<file path="src/rtl/mips_pkg.sv">
// Shared encodings for the multicycle MIPS core: FSM states, opcodes and
// the datapath select/ALU encodings used by control, aluControl and datapath.
package mips_pkg;

   typedef enum logic [3:0] {
      StFetch  = 4'd0,
      StDecode = 4'd1,
      StMemAdr = 4'd2,
      StMemRd  = 4'd3,
      StMemWb  = 4'd4,
      StMemWr  = 4'd5,
      StRExec  = 4'd6,
      StRWb    = 4'd7,
      StBranch = 4'd8,
      StJump   = 4'd9,
      StIExec  = 4'd10,
      StIWb    = 4'd11,
      StJal    = 4'd12,
      StHalt   = 4'd13
   } state_t;

   // Opcodes (instruction[31:26])
   localparam logic [5:0] OpRtype = 6'b000000;
   localparam logic [5:0] OpLw    = 6'b100011;
   localparam logic [5:0] OpSw    = 6'b101011;
   localparam logic [5:0] OpBeq   = 6'b000100;
   localparam logic [5:0] OpBne   = 6'b000101;
   localparam logic [5:0] OpJ     = 6'b000010;
   localparam logic [5:0] OpJal   = 6'b000011;
   localparam logic [5:0] OpAddi  = 6'b001000;
   localparam logic [5:0] OpAndi  = 6'b001100;
   localparam logic [5:0] OpOri   = 6'b001101;
   localparam logic [5:0] OpSlti  = 6'b001010;

   // ALUOp
   localparam logic [2:0] AluAdd   = 3'b000;
   localparam logic [2:0] AluSub   = 3'b001;
   localparam logic [2:0] AluFunct = 3'b010;
   localparam logic [2:0] AluAnd   = 3'b011;
   localparam logic [2:0] AluOr    = 3'b100;
   localparam logic [2:0] AluSlt   = 3'b101;

   // MemToReg
   localparam logic [1:0] MtrAluOut = 2'b00;
   localparam logic [1:0] MtrMdr    = 2'b01;
   localparam logic [1:0] MtrPc     = 2'b10;

   // RegDst
   localparam logic [1:0] DstRt  = 2'b00;
   localparam logic [1:0] DstRd  = 2'b01;
   localparam logic [1:0] DstR31 = 2'b10;

   // PCSource
   localparam logic [1:0] PcsAlu    = 2'b00;
   localparam logic [1:0] PcsAluOut = 2'b01;
   localparam logic [1:0] PcsJump   = 2'b10;

   // ALUSrcB
   localparam logic [1:0] SrcBReg   = 2'b00;
   localparam logic [1:0] SrcBFour  = 2'b01;
   localparam logic [1:0] SrcBImm   = 2'b10;
   localparam logic [1:0] SrcBImmSh = 2'b11;

   typedef struct packed {
      logic       pc_write;
      logic       pc_write_cond;
      logic       pc_write_cond_ne;
      logic       i_or_d;
      logic       mem_read;
      logic       mem_write;
      logic       ir_write;
      logic       alu_src_a;
      logic       reg_write;
      logic       ext_zero;
      logic [1:0] mem_to_reg;
      logic [1:0] reg_dst;
      logic [1:0] pc_source;
      logic [1:0] alu_src_b;
      logic [2:0] alu_op;
   } ctrl_t;

   // State following DECODE for a given opcode; unknown opcodes halt.
   function automatic state_t decode_next(input logic [5:0] op);
      state_t nxt;
      case (op)
         OpRtype:                      nxt = StRExec;
         OpLw, OpSw:                   nxt = StMemAdr;
         OpBeq, OpBne:                 nxt = StBranch;
         OpJ:                          nxt = StJump;
         OpJal:                        nxt = StJal;
         OpAddi, OpAndi, OpOri, OpSlti: nxt = StIExec;
         default:                      nxt = StHalt;
      endcase
      return nxt;
   endfunction

endpackage

</file>
<file path="src/rtl/mips_perf_cnt.sv">
// Saturating up-counter used for the control unit's performance counters.
module mips_perf_cnt #(
   parameter int unsigned W = 32
) (
   input  logic         clk,
   input  logic         rst,
   input  logic         inc,
   output logic [W-1:0] count
);

   logic [W-1:0] count_q;

   // Count up on inc, stick at all-ones instead of wrapping
   always_ff @(posedge clk) begin
      if (rst) begin
         count_q <= '0;
      end else if (inc && (count_q != '1)) begin
         count_q <= count_q + W'(1);
      end
   end

   assign count = count_q;

endmodule

</file>
<file path="src/rtl/mips_mc_ctrl.sv">
// Multicycle MIPS control FSM with variable-latency memory handshake,
// illegal-opcode halt and saturating cycle/instruction counters.
module mips_mc_ctrl
   import mips_pkg::*;
#(
   parameter int unsigned CNT_W         = 32,
   parameter bit          MEM_HANDSHAKE = 1'b1
) (
   input  logic             clk,
   input  logic             rst,
   input  logic [5:0]       op,
   input  logic             mem_ready,
   output logic             PCWrite,
   output logic             PCWriteCond,
   output logic             PCWriteCondNe,
   output logic             IorD,
   output logic             MemRead,
   output logic             MemWrite,
   output logic             IRWrite,
   output logic             ALUSrcA,
   output logic             RegWrite,
   output logic             ExtZero,
   output logic [1:0]       MemToReg,
   output logic [1:0]       RegDst,
   output logic [1:0]       PCSource,
   output logic [1:0]       ALUSrcB,
   output logic [2:0]       ALUOp,
   output logic [3:0]       state,
   output logic             illegal,
   output logic [CNT_W-1:0] cycle_count,
   output logic [CNT_W-1:0] instr_count
);

   state_t     state_q, state_n;
   logic [5:0] op_q;
   logic       illegal_q;
   logic       mr;
   logic       ext_zero_op;
   ctrl_t      ctrl;

   // Legacy memories complete every access in one cycle
   assign mr = MEM_HANDSHAKE ? mem_ready : 1'b1;

   // andi/ori zero-extend their immediate
   assign ext_zero_op = (op_q == OpAndi) || (op_q == OpOri);

   // Next-state selection; op is only consulted in DECODE, later states use the latched copy
   always_comb begin
      state_n = state_q;
      case (state_q)
         StFetch:  if (mr) state_n = StDecode;
         StDecode: state_n = decode_next(op);
         StMemAdr: state_n = (op_q == OpLw) ? StMemRd : StMemWr;
         StMemRd:  if (mr) state_n = StMemWb;
         StMemWr:  if (mr) state_n = StFetch;
         StRExec:  state_n = StRWb;
         StIExec:  state_n = StIWb;
         StMemWb, StRWb, StBranch, StJump, StJal, StIWb: state_n = StFetch;
         default:  state_n = StHalt;
      endcase
   end

   // State, latched opcode and sticky illegal flag
   always_ff @(posedge clk) begin
      if (rst) begin
         state_q   <= StFetch;
         op_q      <= '0;
         illegal_q <= 1'b0;
      end else begin
         state_q <= state_n;
         if (state_q == StDecode) op_q <= op;
         if (state_n == StHalt) illegal_q <= 1'b1;
      end
   end

   // Moore control decode; FETCH write strobes wait for mem_ready, reset forces everything low
   always_comb begin
      ctrl = '0;
      case (state_q)
         StFetch: begin
            ctrl.mem_read  = 1'b1;
            ctrl.alu_src_b = SrcBFour;
            ctrl.alu_op    = AluAdd;
            ctrl.pc_source = PcsAlu;
            ctrl.ir_write  = mr;
            ctrl.pc_write  = mr;
         end
         StDecode: begin
            ctrl.alu_src_b = SrcBImmSh;
            ctrl.alu_op    = AluAdd;
         end
         StMemAdr: begin
            ctrl.alu_src_a = 1'b1;
            ctrl.alu_src_b = SrcBImm;
            ctrl.alu_op    = AluAdd;
         end
         StMemRd: begin
            ctrl.mem_read = 1'b1;
            ctrl.i_or_d   = 1'b1;
         end
         StMemWb: begin
            ctrl.reg_write  = 1'b1;
            ctrl.reg_dst    = DstRt;
            ctrl.mem_to_reg = MtrMdr;
         end
         StMemWr: begin
            ctrl.mem_write = 1'b1;
            ctrl.i_or_d    = 1'b1;
         end
         StRExec: begin
            ctrl.alu_src_a = 1'b1;
            ctrl.alu_src_b = SrcBReg;
            ctrl.alu_op    = AluFunct;
         end
         StRWb: begin
            ctrl.reg_write  = 1'b1;
            ctrl.reg_dst    = DstRd;
            ctrl.mem_to_reg = MtrAluOut;
         end
         StBranch: begin
            ctrl.alu_src_a        = 1'b1;
            ctrl.alu_src_b        = SrcBReg;
            ctrl.alu_op           = AluSub;
            ctrl.pc_source        = PcsAluOut;
            ctrl.pc_write_cond    = (op_q == OpBeq);
            ctrl.pc_write_cond_ne = (op_q == OpBne);
         end
         StJump: begin
            ctrl.pc_write  = 1'b1;
            ctrl.pc_source = PcsJump;
         end
         StJal: begin
            // PC still holds PC+4 here, so it is written to r31 before the jump lands
            ctrl.pc_write   = 1'b1;
            ctrl.pc_source  = PcsJump;
            ctrl.reg_write  = 1'b1;
            ctrl.reg_dst    = DstR31;
            ctrl.mem_to_reg = MtrPc;
         end
         StIExec: begin
            ctrl.alu_src_a = 1'b1;
            ctrl.alu_src_b = SrcBImm;
            ctrl.ext_zero  = ext_zero_op;
            case (op_q)
               OpAndi:  ctrl.alu_op = AluAnd;
               OpOri:   ctrl.alu_op = AluOr;
               OpSlti:  ctrl.alu_op = AluSlt;
               default: ctrl.alu_op = AluAdd;
            endcase
         end
         StIWb: begin
            ctrl.reg_write  = 1'b1;
            ctrl.reg_dst    = DstRt;
            ctrl.mem_to_reg = MtrAluOut;
            ctrl.ext_zero   = ext_zero_op;
         end
         default: ctrl = '0;
      endcase
      if (rst) ctrl = '0;
   end

   assign PCWrite       = ctrl.pc_write;
   assign PCWriteCond   = ctrl.pc_write_cond;
   assign PCWriteCondNe = ctrl.pc_write_cond_ne;
   assign IorD          = ctrl.i_or_d;
   assign MemRead       = ctrl.mem_read;
   assign MemWrite      = ctrl.mem_write;
   assign IRWrite       = ctrl.ir_write;
   assign ALUSrcA       = ctrl.alu_src_a;
   assign RegWrite      = ctrl.reg_write;
   assign ExtZero       = ctrl.ext_zero;
   assign MemToReg      = ctrl.mem_to_reg;
   assign RegDst        = ctrl.reg_dst;
   assign PCSource      = ctrl.pc_source;
   assign ALUSrcB       = ctrl.alu_src_b;
   assign ALUOp         = ctrl.alu_op;
   assign state         = state_q;
   assign illegal       = illegal_q;

   logic cyc_inc, ins_inc;
   assign cyc_inc = (state_q != StHalt);
   // An instruction retires whenever the FSM returns to FETCH
   assign ins_inc = (state_q != StFetch) && (state_n == StFetch);

   mips_perf_cnt #(.W(CNT_W)) u_cycle_cnt (
      .clk   (clk),
      .rst   (rst),
      .inc   (cyc_inc),
      .count (cycle_count)
   );

   mips_perf_cnt #(.W(CNT_W)) u_instr_cnt (
      .clk   (clk),
      .rst   (rst),
      .inc   (ins_inc),
      .count (instr_count)
   );

endmodule

</file>
<file path="config.mk">
export PLATFORM = sky130hd
export DESIGN_NAME = mips_mc_ctrl
export DESIGN_NICKNAME = d
export VERILOG_FILES = /design/src/rtl/mips_pkg.sv /design/src/rtl/mips_perf_cnt.sv /design/src/rtl/mips_mc_ctrl.sv
export SDC_FILE = /design/constraint.sdc
export NUM_CORES = 1
export LEC_CHECK = 0
export BUFFER_PORTS_ARGS = -buffer_cell sky130_fd_sc_hd__buf_2
export CAP_MARGIN = 20
export CORE_MARGIN = 1
export CORE_UTILIZATION = 25
export DETAILED_ROUTE_END_ITERATION = 10
export GPL_TIMING_DRIVEN = 0
export PLACE_DENSITY = 0.42
export SYNTH_ARGS = -nofsm -noshare
export SYNTH_HDL_FRONTEND = slang
export SYNTH_SLANG_ARGS = --single-unit
export TNS_END_PERCENT = 30
</file>
<file path="constraint.sdc">
create_clock -name clk -period 5.9 [get_ports clk]
set_clock_uncertainty 0.2 [all_clocks]
set_input_delay 0.295 -clock clk [delete_from_list [all_inputs] [get_ports clk]]
set_output_delay 0.295 -clock clk [all_outputs]
set_load 0.02 [all_outputs]
</file>
==> flow_summary.toml, run 1 <==
[status]
status = "complete, no violations"

[layout]
layout-drive-gt1-share_pct = 22.4
area_growth_syn_to_layout_pct = 25.8
regArea_mm2 = 0.00150
final_nets = 635
fillers = 1755
multi_input_area_mm2 = 0.00246
diodes = 0

[clock_network]
hold_buffers = 0
clkLatencyLatePin_ns = 0.35
clkSinkCount = 75
cts_buffers = 9
cts_root_buffer = "clkbuf_16"
cts_resized = 0
cts_tree = "built"
cts.clk_slew.worst_paths_ns = 0.06
cts-htree-levels = 3
clock_path_buffers = 2
post_cts_buffers = 0

[sta]
hold_viol = 0
fin_tns_setup_ns = 0
finalCritPeriodShare_pct = 49.5
rsz0062_at_grt = "false"
slew_violations = 0
slew_headroom_pct = 54.5
finalWorstPathRequiredPeriod_ns = 2.92
fmax_mhz = 342
setup_viol = 0
tightest_slew_ns = 0.682

[logic_synthesis]
ys_seq_area_share_pct = 36.3
yosysTopAreaCell = "dfxtp_1"
ys_ff_latch = 75
yosys.cell_count.top_type = "dfxtp_1"
syn_inst = 517
syn_nets = 528
synthFlopType = "dfxtp_1"
synthArstFlopShare_pct = 0
synth_cell_types = 57
synth.top_cell.area_share_pct = 36.3
syn_area_mm2 = 0.00414
netlist_top_cells_area = "dfxtp_1 36%, nor2_1 6.0%, xor2_1 4.7%"
synth_common_cells = "75 x dfxtp_1, 66 x nor2_1, 46 x nand2_1"
synth_area_per_cell_um2 = 8.00
synth_edf_count = 0
yosysWarnings = 0

[die]
die_area_mm2 = 0.0171
start_util_pct = 25.9
core_mm2 = 0.0160
rows = 46
pin_count = 99
die_x_um = 131
die_h_um = 131

[route]
first_pass_iters = 7
routed_wl_um = 12600
drtAntennaViolNets = 0
vias = 4081
drt_iter0_markers = 215
drcViolationCount = 0
wl_per_cell_um = 14.9
vias_per_cell = 4.83

[setup_path]
max_stage_delay_ns = 0.55
r2r-end = "u_instr_cnt.count[1]$_SDFFE_PP0P_"
path_class = "in2out"
reg2regPathDepth = 9
cpMostUsedCell = "clkbuf_1"
worstPathArrival_ns = 2.43
worstSetupStartpoint = "rst"
crit_required_ns = 5.41
cp-end-kind = "output pin"
worstPathMaxFanout = 10
r2r_slack_ns = 3.13
slowest_stage = "clkbuf_1"
path_cells = "clkbuf_1 -> clkbuf_1 -> clkbuf_1 -> clkbuf_1 -> nor2_1 -> buf_2"
r2r_start = "u_instr_cnt.count[0]$_SDFFE_PP0P_"
startpoint_type = "input port"
crit_end = "RegWrite"

[global_routing]
grt_pass1_wl_um = 20200
grt-ovfl-total = 0
antenna_found_initial = 0
gr-usage-all-layers_pct = 15.6
grt_pass1_vias = 3814
grt_max_degree = 14

[power_and_ir_drop]
ir_drop_mv = 0.142
leakagePower_nw = 2.09
powerDensity_mw_per_mm2 = 250
total_power_w = 0.00130

[flow_run]
maxCapViolCount = 0

[placement]
dp_hpwl_um = 9330
portBuffers = 96
routabilityCongestion = 0.774

[hold_path]
min_path_type = "in2reg"
critical path: cells and delay by family:
family	cells	cell delay, ns
buf+inv	5	2.03
simple gates	1	0.09
cells by family after synthesis:
kind of cell / synth area share (%)
AO/OA/AOI/OAI: 10.5
AND/OR/NAND/NOR: 39.6
adder cells (fa/ha/maj): 0.605
buffers and inverters: 4.17
flip-flops: 36.3
multiplexers: 1.57
XOR/XNOR: 7.20
worst min-delay path by stage:
stage                                      end  depth (start not counted)                  from  slack, ns
after global placement    op_q[1]$_SDFFE_PP0P_                          2  op_q[1]$_SDFFE_PP0P_       0.28
final                     op_q[1]$_SDFFE_PP0P_                          3                 op[1]       0.02
after global routing      op_q[1]$_SDFFE_PP0P_                          3                 op[1]       0.03
after CTS                 op_q[1]$_SDFFE_PP0P_                          3                 op[1]      0.001
after floorplan           op_q[2]$_SDFFE_PP0P_                          2                 op[2]       0.23
after detailed placement  op_q[1]$_SDFFE_PP0P_                          2  op_q[1]$_SDFFE_PP0P_       0.28
registers in the layout, summed over array words and instances, names as in the netlist:
name / cells
op_q: 6
state: 4
u_instr_cnt.count: 32
illegal: 1
u_cycle_cnt.count: 32
routing by layer:
metal | vias to the layer above | global-route usage (%) | part of all wire, %
met5 | - | 0 | 0
met4 | 0 | 7.51 | 2.0
met3 | 16 | 2.69 | 3.9
met2 | 82 | 24.0 | 45
met1 | 1919 | 21.1 | 49
li1 | 2064 | - | -
stage by stage:
stage | instance area (µm²) | hold WS [ns] | setup slack (ns) | instances | utilization [%]
floorplan | 4140 | 0.231 | 3.11 | 517 | -
global placement | 4890 | 0.276 | 2.87 | 829 | 30.6
detailed placement | 4890 | 0.278 | 2.84 | 829 | 30.6
CTS | 5200 | 0.00147 | 2.83 | 845 | 32.5
global route | 5200 | 0.0282 | 2.71 | 845 | 32.5
finish | 5200 | 0.0178 | 2.98 | 845 | 32.5
placed cells by master, fill, tap and decap left out, types with 2 or more instances in the layout:
| master | netlist | layout |
|---|---|---|
| nand4_1 | 20 | 20 |
| ha_1 | 2 | 2 |
| nand4b_4 | 2 | 2 |
| mux2_1 | 3 | 3 |
| or4_1 | 9 | 9 |
| nor2_4 | 2 | 2 |
| xnor2_1 | 12 | 12 |
| dfxtp_1 | 75 | 75 |
| buf_2 | 6 | 102 |
| nand4b_1 | 3 | 3 |
| nor2b_1 | 19 | 19 |
| o21ai_0 | 27 | 27 |
| mux2i_1 | 2 | 2 |
| and4_1 | 10 | 10 |
| inv_1 | 11 | 11 |
| nor2_1 | 66 | 66 |
| nand2b_1 | 4 | 4 |
| a21oi_1 | 28 | 28 |
| buf_1 | 2 | 2 |
| o21ai_1 | 5 | 5 |
| clkbuf_1 | 12 | 12 |
| bufinv_16 | 0 | 2 |
| xor2_1 | 22 | 22 |
| nor3_1 | 15 | 15 |
| or3_1 | 20 | 20 |
| nor4b_1 | 3 | 3 |
| nor4_1 | 5 | 5 |
| nand3_1 | 29 | 29 |
| and3_1 | 16 | 16 |
| and2_1 | 7 | 7 |
| clkbuf_16 | 0 | 9 |
| o31ai_1 | 3 | 3 |
| clkinv_2 | 0 | 3 |
| nand2_1 | 46 | 46 |
| buf_4 | 2 | 2 |
| nand4bb_1 | 2 | 2 |
| o21ai_2 | 2 | 2 |
| buf_6 | 3 | 3 |
cell type report:
| class | count | share of cell area, % |
|---|---|---|
| Multi-Input combinational cell | 406 | 47.3 |
| Sequential cell | 75 | 28.8 |
| Timing Repair Buffer | 96 | 9.23 |
| Tap cell | 216 | 5.19 |
| Clock buffer | 9 | 4.33 |
| Buffer | 25 | 2.52 |
| Clock inverter | 7 | 1.75 |
| Inverter | 11 | 0.793 |
power breakdown:
group / leakage [nW] / switching [W] / total [W] / internal (W)
clock: 0.156 / 0.000229 / 0.000598 / 0.000369
sequential: 0.606 / 0.0000163 / 0.000533 / 0.000517
combinational: 1.32 / 0.000111 / 0.000169 / 0.0000579
total: 2.09 / 0.000357 / 0.00130 / 0.000944
No activity file was read; power rests on OpenSTA's default activity.
==> run 2: changes to the inputs <==
PLACE_DENSITY = 0.44   (was 0.42)
clock period = 2.6 ns   (was 5.9 ns; I/O delays follow)
==> run 2 against run 1 <==
Against the previous run:
- combinational power grew to 2.7 times the previous value
- die area unchanged
- critical path depth increased by 5
- sequential cell count is the same
- worst hold slack gained 0.071 ns
- cell count up 2.4%
- power rose by 130%
- count of clock-buffer cells in the layout rose by 4
- non-clock buffer count up 20
- critical endpoint is now u_instr_cnt.count[1]$_SDFFE_PP0P_
- highest routed layer unchanged
==> flow_summary.toml, run 2 (synthesis results as in run 1) <==
[sta]
slew_violations = 0
setup_viol = 0
fmax_mhz = 392
slew_headroom_pct = 54.8
tightest_slew_ns = 0.678
finalWorstPathRequiredPeriod_ns = 2.55
hold_viol = 0
fin_tns_setup_ns = 0
finalCritPeriodShare_pct = 98.1
rsz0062_at_grt = "true"

[route]
vias_per_cell = 4.84
drcViolationCount = 0
first_pass_iters = 4
routed_wl_um = 12900
vias = 4184
drt_iter0_markers = 213
wl_per_cell_um = 14.9
drtAntennaViolNets = 0

[power_and_ir_drop]
power_frac_seq_pct = 41.4
powerDensity_mw_per_mm2 = 533
sw_frac_of_total_pct = 27.0
comb_power_share_pct = 15.4
leakagePower_nw = 2.24
intPower_w = 0.00214
ir_drop_mv = 0.297
power.switching_w = 0.000792
p_clk_share_pct = 43.2

[clock_network]
cts_tree = "built"
cts_buffers = 9
clkSinkCount = 75
clock_path_buffers = 2
cts_root_buffer = "clkbuf_16"
clkLatencyLatePin_ns = 0.34
cts.clk_slew.worst_paths_ns = 0.06
cts-htree-levels = 3

[hold_path]
min_path_type = "in2reg"

[global_routing]
grt-ovfl-total = 0
grt_busiest_layer = "met2"
antenna_found_initial = 0
grtUsageMet2_pct = 23.5
gr-usage-all-layers_pct = 15.0
met1_usage_pct = 20.2
grt_pass1_wl_um = 19800
use_met3_pct = 2.69
grt_pass1_vias = 3793
grt_max_degree = 12

[placement]
routabilityCongestion = 0.794
place_area_mm2 = 0.00489
dp_hpwl_um = 9190
portBuffers = 96

[layout]
fillers = 1751
final_nets = 656
regArea_mm2 = 0.00151
multi_input_area_mm2 = 0.00258
final_cell_area_mm2 = 0.00551
diodes = 0
area_growth_syn_to_layout_pct = 33.1
final_common_cell = "buf_2"
layout-drive-gt1-share_pct = 27.7
most-common-layout-cells = "97 x buf_2, 67 x dfxtp_1, 64 x nor2_1, 45 x nand2_1, 29 x nand3_1"

[die]
die_area_mm2 = 0.0171
die_x_um = 131
start_util_pct = 25.9
rows = 46
die_h_um = 131
core_mm2 = 0.0160
pin_count = 99

[status]
status = "complete, no violations"

[flow_run]
maxCapViolCount = 0

[setup_path]
worstPathArrival_ns = 2.55
path_class = "in2reg"
startpoint_type = "input port"
worstPathMaxFanout = 10
r2r_slack_ns = 0.13
cp-end-kind = "register"
crit_required_ns = 2.60
run 2: path summary, 6_finish.rpt:
check,from,endpoint,depth (start not counted)
worst max-delay path,op[2],u_instr_cnt.count[1]$_SDFFE_PP0P_,11
worst min-delay path,op[3],op_q[3]$_SDFFE_PP0P_,4
worst max register to register,state[3]$_SDFF_PP0_,u_instr_cnt.count[1]$_SDFFE_PP0P_,11
worst min register to register,illegal$_SDFFE_PP0N_,illegal$_SDFFE_PP0N_,2
run 2: worst max-delay path: stages:
cell and delay, ns:
dlygate4sd3_1 0.53, buf_2 0.16, a211oi_2 0.28, a41oi_1 0.22, o32ai_4 0.40, nor2_4 0.08, nand4b_4 0.15, buf_6 0.16
buf_4 0.19, mux2i_1 0.20, nor2_1 0.05
run 2: routing by layer:
layer  wire [µm]  vias to the layer above  part of all wire (%)
li1            -                     2097                     -
met1        6230                     1978                    48
met2        5870                       98                    46
met3         626                       11                   4.9
met4         165                        0                   1.3
met5           0                        -                     0
run 2: through the flow:
stage / cells / power (W) / worst slack, ns / hold slack, ns / util (%)
2_1_floorplan: 517 / 0.00150 / 0.142 / 0.0660 / -
3_3_place_gp: 829 / 0.00162 / -0.156 / 0.209 / 30.6
3_5_place_dp: 829 / 0.00162 / -0.173 / 0.216 / 30.6
4_1_cts: 852 / 0.00293 / 0.000361 / 0.239 / 33.0
5_1_grt: 865 / 0.00306 / -0.0340 / 0.118 / 34.4
6_report: 865 / 0.00294 / 0.0506 / 0.0884 / 34.4
run 2: final cells by class:
cell class | count | share of cell area [%]
Tap cell | 216 | 4.91
Clock buffer | 13 | 4.73
Multi-Input combinational cell | 407 | 46.8
Sequential cell | 75 | 27.5
Timing Repair Buffer | 116 | 12.1
Buffer | 25 | 2.64
Clock inverter | 2 | 0.636
Inverter | 11 | 0.750
run 2: power by group through the flow:
stage	Clock, W	Combinational (W)	Sequential, W
after floorplan	0	0.000258	0.00124
after global placement	0	0.000383	0.00124
after detailed placement	0	0.000387	0.00124
after CTS	0.00131	0.000408	0.00121
after global routing	0.00135	0.000494	0.00122
final	0.00127	0.000453	0.00121
run 2: what timing repair did:
item                       4_1_cts  5_1_grt
setup endpoints to repair       32       42
gates resized for setup          7       39
gates cloned                     0        1
hold buffers                     6        0
hold endpoints to repair         6        0
buffers inserted                 2       13
pin swaps                        1       10
==> run 3: changes to the inputs <==
CORE_UTILIZATION = 28   (was 25)
PLACE_DENSITY = 0.48   (was 0.44)
==> run 3 against run 2 <==
Against the previous run:
- via count decreased by 0.24%
- highest routed layer unchanged
- sequential cell count did not move
- count of clock-buffer cells in the layout is 4 lower
- die area is 11% lower
- critical path depth down 1
- first-iteration DRC count is 31% lower
==> flow_summary.toml, run 3 (synthesis results as in run 1) <==
[route]
vias_per_cell = 5.05
first_pass_iters = 5
drcViolationCount = 0
wl_per_cell_um = 15.0
routed_wl_um = 12400
vias = 4174
drt_iter0_markers = 148
drtAntennaViolNets = 0

[placement]
place_area_mm2 = 0.00485
place_ws_ns = -0.152
portBuffers = 96
dp_hpwl_um = 9120
routabilityCongestion = 0.795

[layout]
fin_util_pct = 37.3
final_nets = 649
diodes = 0
layout-drive-gt1-share_pct = 26.1
final_cell_area_mm2 = 0.00540
most-common-layout-cells = "100 x buf_2, 70 x dfxtp_1, 64 x nor2_1, 45 x nand2_1, 29 x nand3_1"
final_common_cell = "buf_2"
area_growth_syn_to_layout_pct = 30.5

[sta]
hold_viol = 0
finalCritPeriodShare_pct = 95.0
finalWorstPathRequiredPeriod_ns = 2.47
hold-worst-slack_ns = 0.214
slew_violations = 0
rsz0062_at_grt = "true"
fmax_mhz = 405
slew_headroom_pct = 56.4
tightest_slew_ns = 0.654
setup_viol = 0
setup_slack_ns = 0.129

[clock_network]
clkSinkCount = 75
cts.clk_slew.worst_paths_ns = 0.06
cts_root_buffer = "clkbuf_16"
cts-htree-levels = 3
cts_tree = "built"
clkLatencyLatePin_ns = 0.34
clock_path_buffers = 2
cts_buffers = 9

[die]
core_mm2 = 0.0145
die_x_um = 124
die_area_mm2 = 0.0153
die_h_um = 124
pin_count = 99
start_util_pct = 28.6
rows = 44

[setup_path]
path_class = "in2reg"
slowest_stage = "dlygate4sd3_1"
cp_top_family = "simple AND/OR/NAND/NOR gates"
max_stage_delay_ns = 0.52
path_cells = "dlygate4sd3_1 -> buf_2 -> nor4_2 -> o21ai_1 -> o21a_1 -> nor4_4 -> nand3_4 -> buf_4 -> or3_1 -> a21oi_1"
crit_required_ns = 2.67
worstPathArrival_ns = 2.54
startpoint_type = "input port"
worstPathMaxFanout = 7
crit_buf_inv = 3
cp-end-kind = "register"

[global_routing]
antenna_found_initial = 0
grt-ovfl-total = 0
gr-usage-all-layers_pct = 16.5
grt_pass1_wl_um = 19300
grt_pass1_vias = 3724
grt_max_degree = 15

[power_and_ir_drop]
ir_drop_mv = 0.305
powerDensity_mw_per_mm2 = 577
leakagePower_nw = 2.19
total_power_w = 0.00311

[flow_run]
maxCapViolCount = 0

[hold_path]
min_path_type = "in2reg"

[status]
status = "complete, no violations"
==> run 3: changes by cell type in the layout (fill, tap and decap cells not counted), moves of 3 or more <==
cell / previous run / this run
buf_2: 97 / 100
buf_4: 18 / 11
clkbuf_2: 4 / 1
clkinv_4: 0 / 3
dfxtp_1: 67 / 70
dfxtp_2: 8 / 5
dlygate4sd3_1: 3 / 6
dlymetal6s4s_1: 3 / 0
==> run 3: where the power goes <==
part	leakage (nW)	switching [W]	total, W	internal (W)
registers	0.608	0.0000374	0.00121	0.00117
clock network	0.170	0.000532	0.00148	0.000946
logic	1.41	0.000264	0.000425	0.000160
==> run 3: area by class of cell <==
class                      count  area (µm²)
multi-input combinational    406        2530
clock inverter                 7         125
fill                        1530        9080
clock buffer                   9         225
buffer                        24         134
sequential                    75        1510
inverter                      11        41.3
tap                          184         230
timing repair buffer         111         608
==> run 3: final timing paths <==
path                                           start                            endpoint  slack (ns)  depth (start not counted)
worst min-delay path                             rst   u_instr_cnt.count[4]$_SDFFE_PP0P_        0.21                          3
worst max register to register   state[2]$_SDFF_PP0_  u_instr_cnt.count[29]$_SDFFE_PP0P_        0.13                          9
worst max-delay path                           op[0]  u_instr_cnt.count[29]$_SDFFE_PP0P_        0.13                         10
worst min register to register  op_q[1]$_SDFFE_PP0P_                op_q[1]$_SDFFE_PP0P_        0.29                          2
==> run 3: worst min-delay path, delay by kind of cell <==
kind / cells / cell delay (ns)
buffers and inverters: 1 / 0.35
and+or+nand+nor: 2 / 0.23
==> run 3: through the flow <==
step                      std cells  TNS (ns)
after floorplan                 517         0
after global placement          797     -1.67
after detailed placement        797     -1.18
after CTS                       820         0
after global routing            827   -0.0315
final                           827         0
==> run 3: timing repair <==
| action | CTS | global route |
|---|---|---|
| setup buffers | 1 | 8 |
| endpoints found under the hold margin | 6 | 0 |
| pin swaps | 2 | 3 |
| resized for setup | 3 | 19 |
| hold buffers | 6 | 0 |
| endpoints found under the setup margin | 22 | 49 |
==> run 3: routing by layer <==
metal	part of all wire, %	routed length [µm]	GRT usage [%]	vias up
met5	0	0	0	-
met4	0.57	71	5.20	0
met3	6.2	765	4.75	5
met2	46	5740	26.4	101
met1	47	5830	21.3	1971
li1	-	-	-	2097
